[src/rtl/instr_sequencer.sv]
// instr_sequencer: multi-cycle fetch/decode/exec/writeback control sequencer for the regfile/ALU datapath.
module instr_sequencer #(
  parameter int ADDR_W = 8
) (
  input  logic              clk,
  input  logic              reset,
  input  logic              start,
  output logic [ADDR_W-1:0] mem_addr,
  output logic              mem_rd_en,
  input  logic [15:0]       mem_rdata,
  input  logic [4:0]        flags,
  output logic [15:0]       reg_en,
  output logic [3:0]        reg_a_sel,
  output logic [3:0]        reg_b_sel,
  output logic [7:0]        alu_op,
  output logic [3:0]        imm,
  output logic              busy,
  output logic              halted
);
  typedef enum logic [2:0] {IDLE, FETCH, DECODE, EXEC, WB, HALT} state_t;
  state_t state;
  logic [ADDR_W-1:0] pc;
  logic [15:0] ir;
  logic [4:0] op, dop;
  logic wr, unused;
  assign dop = mem_rdata[15:11];
  assign op = ir[15:11];
  assign wr = op <= 5'h17 && op != 5'h0A && op != 5'h0B && op != 5'h0C && op != 5'h17;
  assign mem_addr = pc;
  assign mem_rd_en = state == FETCH;
  assign busy = state == FETCH || state == DECODE || state == EXEC || state == WB;
  assign halted = state == HALT;
  // gated by reset so an in-flight write is dropped as soon as reset is seen
  assign reg_en = (reset && state == WB && wr) ? 16'h1 << ir[7:4] : 16'h0;
  assign unused = ^{flags[3:0], ir[10:8], ir[3:0], mem_rdata[10:8]};
  always_ff @(posedge clk) begin
    if (!reset) begin
      state <= IDLE;
      pc <= '0;
      ir <= '0;
      reg_a_sel <= '0;
      reg_b_sel <= '0;
      imm <= '0;
      alu_op <= 8'h17;
    end else begin
      case (state)
        IDLE: if (start) state <= FETCH;
        FETCH: state <= DECODE;
        DECODE: begin
          ir <= mem_rdata;
          if (dop == 5'h1F) begin
            state <= HALT;
            pc <= '0;
            reg_a_sel <= '0;
            reg_b_sel <= '0;
            imm <= '0;
            alu_op <= 8'h17;
          end else if (dop == 5'h1D) begin
            state <= FETCH;
            pc <= flags[4] ? pc + ADDR_W'(2) : pc + ADDR_W'(1);
          end else begin
            state <= EXEC;
            reg_a_sel <= mem_rdata[7:4];
            reg_b_sel <= mem_rdata[3:0];
            imm <= mem_rdata[3:0];
            alu_op <= dop <= 5'h17 ? {3'b000, dop} : 8'h17;
          end
        end
        EXEC: state <= WB;
        WB: begin
          state <= FETCH;
          pc <= pc + ADDR_W'(1);
        end
        HALT: state <= HALT;
        default: state <= IDLE;
      endcase
    end
  end
endmodule
[config.mk]
export PLATFORM = sky130hd
export DESIGN_NAME = instr_sequencer
export DESIGN_NICKNAME = d
export VERILOG_FILES = /design/src/rtl/instr_sequencer.sv
export SDC_FILE = /design/constraint.sdc
export NUM_CORES = 1
export LEC_CHECK = 0
export ABC_AREA = 1
export BUFFER_PORTS_ARGS = -buffer_cell sky130_fd_sc_hd__buf_2
export CORE_MARGIN = 2
export CORE_UTILIZATION = 49
export CTS_CLUSTER_DIAMETER = 100
export DETAILED_ROUTE_END_ITERATION = 7
export GPL_TIMING_DRIVEN = 0
export PLACE_DENSITY_LB_ADDON = 0.2
export REMOVE_ABC_BUFFERS = 1
export SLEW_MARGIN = 5
export SYNTH_ARGS = -nofsm -noshare
export SYNTH_HDL_FRONTEND = slang
export SYNTH_SLANG_ARGS = --single-unit
[constraint.sdc]
create_clock -name clk -period 1.7 [get_ports clk]
set_input_delay 0.17 -clock clk [delete_from_list [all_inputs] [get_ports clk]]
set_output_delay 0.17 -clock clk [all_outputs]
set_load 0.01 [all_outputs]
; ---- After elaboration in Yosys (flattened, before gate mapping)
; Cells that the tools add are included.
[word_totals]
regBits = 43
latchBits = 0
ramBits = 0
mem_bits_ro = 0
inputBits = 24
out_inout_bits = 47
elab_cells = 54
mem_count = 0
[op_classes]
addsub = 2
mul = 0
div = 0
n_lt_le_gt_ge = 2
n_eq_ne = 14
n_shift = 1
n_mux = 16
n_bitwise = 0
n_reduce_logical = 13
[op_table]
columns = operator, count
row1 = 8-bit two-way mux, 5
row2 = 3-bit one-hot mux with 6 select lines, 1
row3 = 16-bit two-way mux, 1
row4 = 4-bit two-way mux, 4
row5 = 8-bit one-hot mux with 2 select lines, 1
row6 = "1-bit by 4-bit left shift with 16-bit output, first input constant", 1
row7 = "5-bit by 4-bit != test with 1-bit output, second input constant", 3
row8 = "5-bit == test, second input constant", 2
row9 = "5-bit <= comparator, second input constant", 2
row10 = "8-bit by 1-bit adder with 8-bit output, second input constant", 1
row11 = "8-bit by 2-bit adder with 8-bit output, second input constant", 1
row12 = "3-bit by 2-bit == test with 1-bit output, second input constant", 2
row13 = "3-bit == test, second input constant", 2
row14 = 1-bit logical AND, 6
row15 = 3-bit two-way mux, 2
row16 = 5-bit two-way mux, 1
row17 = "5-bit != test, second input constant", 1
row18 = "2-bit != test, second input constant", 2
row19 = 2-bit AND reduction, 2
row20 = "3-bit by 1-bit == test with 1-bit output, second input constant", 1
row21 = 3-bit zero test, 1
row22 = 1-bit logical OR, 3
row23 = "3-bit by 1-bit != test with 1-bit output, second input constant", 1
row24 = 2-bit two-way mux, 1
row25 = 2-bit nonzero test, 1

; ---- Depth between registers and ports, before layout
[depth]
word_depth = 7
mapped_depth = 11
ltp_nobuf = 9

; ---- Worst setup path after synthesis
; Ideal clock, no wire load.
[synth_timing]
path_kind = flip-flop to flip-flop
from = register pc[2], in the netlist mem_addr[2]
to = register pc[5], in the netlist mem_addr[5]
t_arrival_ps = 1328
required_time_ps = 1630
path_slack_ps = 303
stages_incl_launch_ff = 8
path_buffers = 0
synth_period_minus_slack_ps = 1397
path_cell_list = dfxtp_1 ha_1 nand2_1 nor2_1 inv_1 o21ai_0 a21oi_1 a21oi_1
[synth_via]
elab_chain_cells = 5
elab_cells_between_ends = 6
cone_classes = 2 x add/sub / 4 x mux
[synth_lines]
columns = item, line_no
row1 = from (decl), 22  ; logic [ADDR_W-1:0] pc;
row2 = from (signal assigned), 60  ; pc <= flags[4] ? pc + ADDR_W'(2) : pc + ADDR_W'(1);
row3 = from (signal assigned), 72  ; pc <= pc + ADDR_W'(1);
row4 = 8-bit by 1-bit adder with 8-bit output or 8-bit by 2-bit adder with 8-bit output (tied branches), "60, 72"
row5 = 8-bit two-way mux, 60
row6 = 8-bit two-way mux, 58  ; end else if (dop == 5'h1D) begin
row7 = 8-bit two-way mux, 51  ; if (dop == 5'h1F) begin
row8 = 8-bit one-hot mux with 2 select lines *, 46  ; case (state)
; Mark *: on every way between the ends. The rest lies on a longest branch, timed or not. The select of a mux whose other input is x is not followed.
; A chain may end at the register's enable or synchronous reset.

; ---- Worst setup path after layout
[layout_timing]
from = register ir[12]
to = output port reg_en[10]
[layout_via]
elab_chain_cells = 7
elab_cells_between_ends = 11
cone_classes = 1 x order compare / 4 x eq/ne / 1 x mux / 5 x reduce/logical
[layout_lines]
columns = item, line_no
row1 = from (decl), 23  ; logic [15:0] ir;
row2 = from (signal assigned), 50  ; ir <= mem_rdata;
row3 = 5-bit <= comparator or 5-bit by 4-bit != test with 1-bit output (tied branches), 28  ; assign wr = op <= 5'h17 && op != 5'h0A && op != 5'h0B && op != 5'h0C && op != 5'h17;
row4 = 1-bit logical AND (3 in a row), 28
row5 = 1-bit logical AND *, 28
row6 = 1-bit logical AND *, 34  ; assign reg_en = (reset && state == WB && wr) ? 16'h1 << ir[7:4] : 16'h0;
row7 = 16-bit two-way mux *, 34
row8 = to (decl), 12  ; output logic [15:0] reg_en,
; Mark *: on every way between the ends. The rest lies on a longest branch, timed or not.

==> results.sh <==
export IMPL_vias=2077
export IMPL_clk_path_buf_depth=2
export IMPL_io_pins=71
export IMPL_crit_chain="inv_2 -> nor2_2 -> o31ai_4 -> nand3_4 -> nor2_1 -> buf_2"
export IMPL_antenna_found_initial=0
export IMPL_p_leak_nw=1.11
export IMPL_cts_tree="yes"
export IMPL_path_max_fanout=8
export IMPL_status="completed"
export IMPL_vdd_drop_max_uv=576
export IMPL_slowest_delay_ns=0.34
export IMPL_cts_sinks=33
export IMPL_areaGrowthSynthToFinish_pct=26.9
export IMPL_grt_pass1_wl_um=7420
export IMPL_ant_nets=0
export IMPL_synthCells=288
export IMPL_synthMuxAreaShare_pct=0
export IMPL_fp_dieH_um=66.6
export IMPL_numCtsBuffers=5
export IMPL_synth_adder_area_share_pct=1.30
export IMPL_path_clk_slew_ns=0.07
export IMPL_fin_area_um2=2440
export IMPL_finClkSkew_ns=0.00162
export IMPL_synth_xor_area_share_pct=0.911
export IMPL_synth_compound_area_share_pct=16.2
export IMPL_worst_setup_path_type="register to output pin"
export IMPL_diodes=0
export IMPL_dieArea_um2=4440
export IMPL_dr_pass1_iters=4
export IMPL_setup_viol=0
export IMPL_fin_crit_ns=1.67
export IMPL_hold_class="primary input to register"
export IMPL_multi_input_area_um2=1130
export IMPL_p_per_area_nw_per_um2=854
export IMPL_min_period_over_period_pct=98.0
export IMPL_drc=0
export IMPL_drt_first_iter_violations=131
export IMPL_start_kind="register"
export IMPL_grt_util_all_layers_pct=21.6
export IMPL_fin_nets=378
export IMPL_dp_hpwl_um=3210
export IMPL_grt_max_degree=21
export IMPL_wl_per_cell_um=11.6
export IMPL_placement_rows=22
export IMPL_drive_above_1_share_pct=33.4
export IMPL_ys_warn_count=0
export IMPL_core_um2=3720
export IMPL_yosysMostFrequentCell="nand2_1"
export IMPL_io_buffers=60
export IMPL_h_tree_depth=2
export IMPL_ys_ff_latch=33
export IMPL_clockRootBuffer="clkbuf_8"
export IMPL_rsz0062_at_grt="true"
export IMPL_avgSynthCellArea_um2=6.68
export IMPL_async_reset_ff_share_pct=0
export IMPL_vias_per_cell=5.18
export IMPL_dieWidth_um=66.6
export IMPL_synthSimpleGateAreaFrac_pct=36.1
export IMPL_crit_path_end_kind="output pin"
export IMPL_place_ws_ns=-0.0683
export IMPL_fin_setup_tns_ns=0
export IMPL_synth_cell_types=33
export IMPL_synth_area_um2=1920
export IMPL_ys_flop_type="dfxtp_1"
export IMPL_critPathRequiredTime_ns=1.53
export IMPL_fin_cells=401
export IMPL_synth_top_area_cell="dfxtp_1"
export IMPL_arrival_ns=1.50
export IMPL_grt_overflow=0
export IMPL_drv_slew=0
export IMPL_synth_edf_count=0
export IMPL_fin_ws_ns=0.0335
export IMPL_dp_cells=383
export IMPL_slowest_stage="o31ai_4"
export IMPL_ys_seq_area_share_pct=34.4
export IMPL_cap_violations=0
export IMPL_fmax_mhz=600
export IMPL_synth_top_family_by_area="simple AND/OR/NAND/NOR gates"
export IMPL_hold_slack_ns=0.129
export IMPL_hold_viol_final=0
export IMPL_num_fill_cells=370
export IMPL_synthTopCellsByCount="nand2_1 (61), nor2_1 (41), nand3_1 (34)"
export IMPL_netlist_area_leader_share_pct=34.4
export IMPL_wl_um=4640
export IMPL_ff_latch_area_um2=667
export IMPL_grt_pass1_vias=1716
export IMPL_dpl_cell_area_um2=2190
export IMPL_clkLatencyLatePin_ns=0.28
export IMPL_synth_area_leaders="dfxtp_1 (34%), nand2_1 (12%), nand3_1 (8.8%), nor2_1 (8.0%), a21oi_1 (6.2%)"
export IMPL_globalplace_congestion=0.858
export IMPL_start_util_pct=51.8
[report_power, final]
group	leakage [nW]	switching [mW]	internal [mW]	total, mW
sequential	0.271	0.0908	0.857	0.948
combinational	0.797	0.336	0.220	0.557
clock	0.0439	0.299	0.282	0.581
total	1.11	0.726	1.36	2.09
[final timing paths]
check | cells after the start | slack, ns | start | to
worst min register to register | 2 | 0.46 | alu_op[2]$_SDFFE_PN1P_ | alu_op[2]$_SDFFE_PN1P_
worst max register to register | 7 | 0.12 | mem_addr[1]$_SDFFE_PN0P_ | mem_addr[5]$_SDFFE_PN0P_
worst min-delay path | 3 | 0.13 | mem_rdata[3] | imm[3]$_SDFFE_PN0P_
worst max-delay path | 6 | 0.03 | ir[12]$_SDFFE_PN0P_ | reg_en[10]
[per-layer routing]
| layer | global-route usage, % | up-vias | share of wire [%] |
|---|---|---|---|
| met5 | 0 | - | 0 |
| li1 | - | 1066 | - |
| met1 | 28.7 | 945 | 46 |
| met2 | 33.9 | 60 | 47 |
| met4 | 8.16 | 0 | 1.3 |
| met3 | 5.24 | 6 | 6.1 |
[sequential cells by signal, summed over array words and instances, names as in the netlist]
name and count:
imm 4, ir 9, mem_addr 8, reg_a_sel 4
state 3, alu_op 5
[timing repair]
item,CTS,global route
buffers inserted,1,8
endpoints found under the setup margin,16,23
hold buffers,0,0
pin swaps,0,7
gates resized for setup,10,15
gates cloned,0,1
[stage by stage]
step	utilization [%]	total power, mW
floorplan	-	1.28
global placement	58.8	1.44
detailed placement	58.8	1.45
CTS	62.8	2.04
global route	65.7	2.21
finish	65.7	2.09
[cells by family (layout without fill, tap and decap cells)]
| group | after synthesis | after routing |
|---|---|---|
| other cells | 1 | 3 |
| flops | 33 | 33 |
| xor+xnor | 2 | 2 |
| buf+inv | 43 | 106 |
| compound gates | 54 | 54 |
| simple gates | 153 | 153 |
| fa+ha+maj | 2 | 2 |
[placed cells by master (no fill, tap or decap), types with 6 or more instances in the layout]
cell type / n
inv_1: 21
nand3_1: 32
buf_2: 60
nand2_1: 61
buf_4: 8
nor2_1: 32
dfxtp_1: 28
a21oi_1: 24
o21ai_0: 10
nor2_2: 11
o21ai_1: 8
inv_2: 6
[critical path: cells and delay by family, from the launching register on]
| family | cells | cell delay [ns] |
|---|---|---|
| AND/OR/NAND/NOR | 3 | 0.34 |
| flip-flops | 1 | 0.33 |
| buffers and inverters | 2 | 0.20 |
| AO/OA/AOI/OAI | 1 | 0.34 |
[final cells by class]
type	count	area share, %
flip-flops and latches	33	27.3
well taps	48	2.46
inverters	28	4.46
repair inverters	1	0.205
clock inverters	3	0.718
multi-input cells	214	46.4
clock buffers	5	2.82
repair buffers	69	15.6
Power figures use the tool's default switching activity.
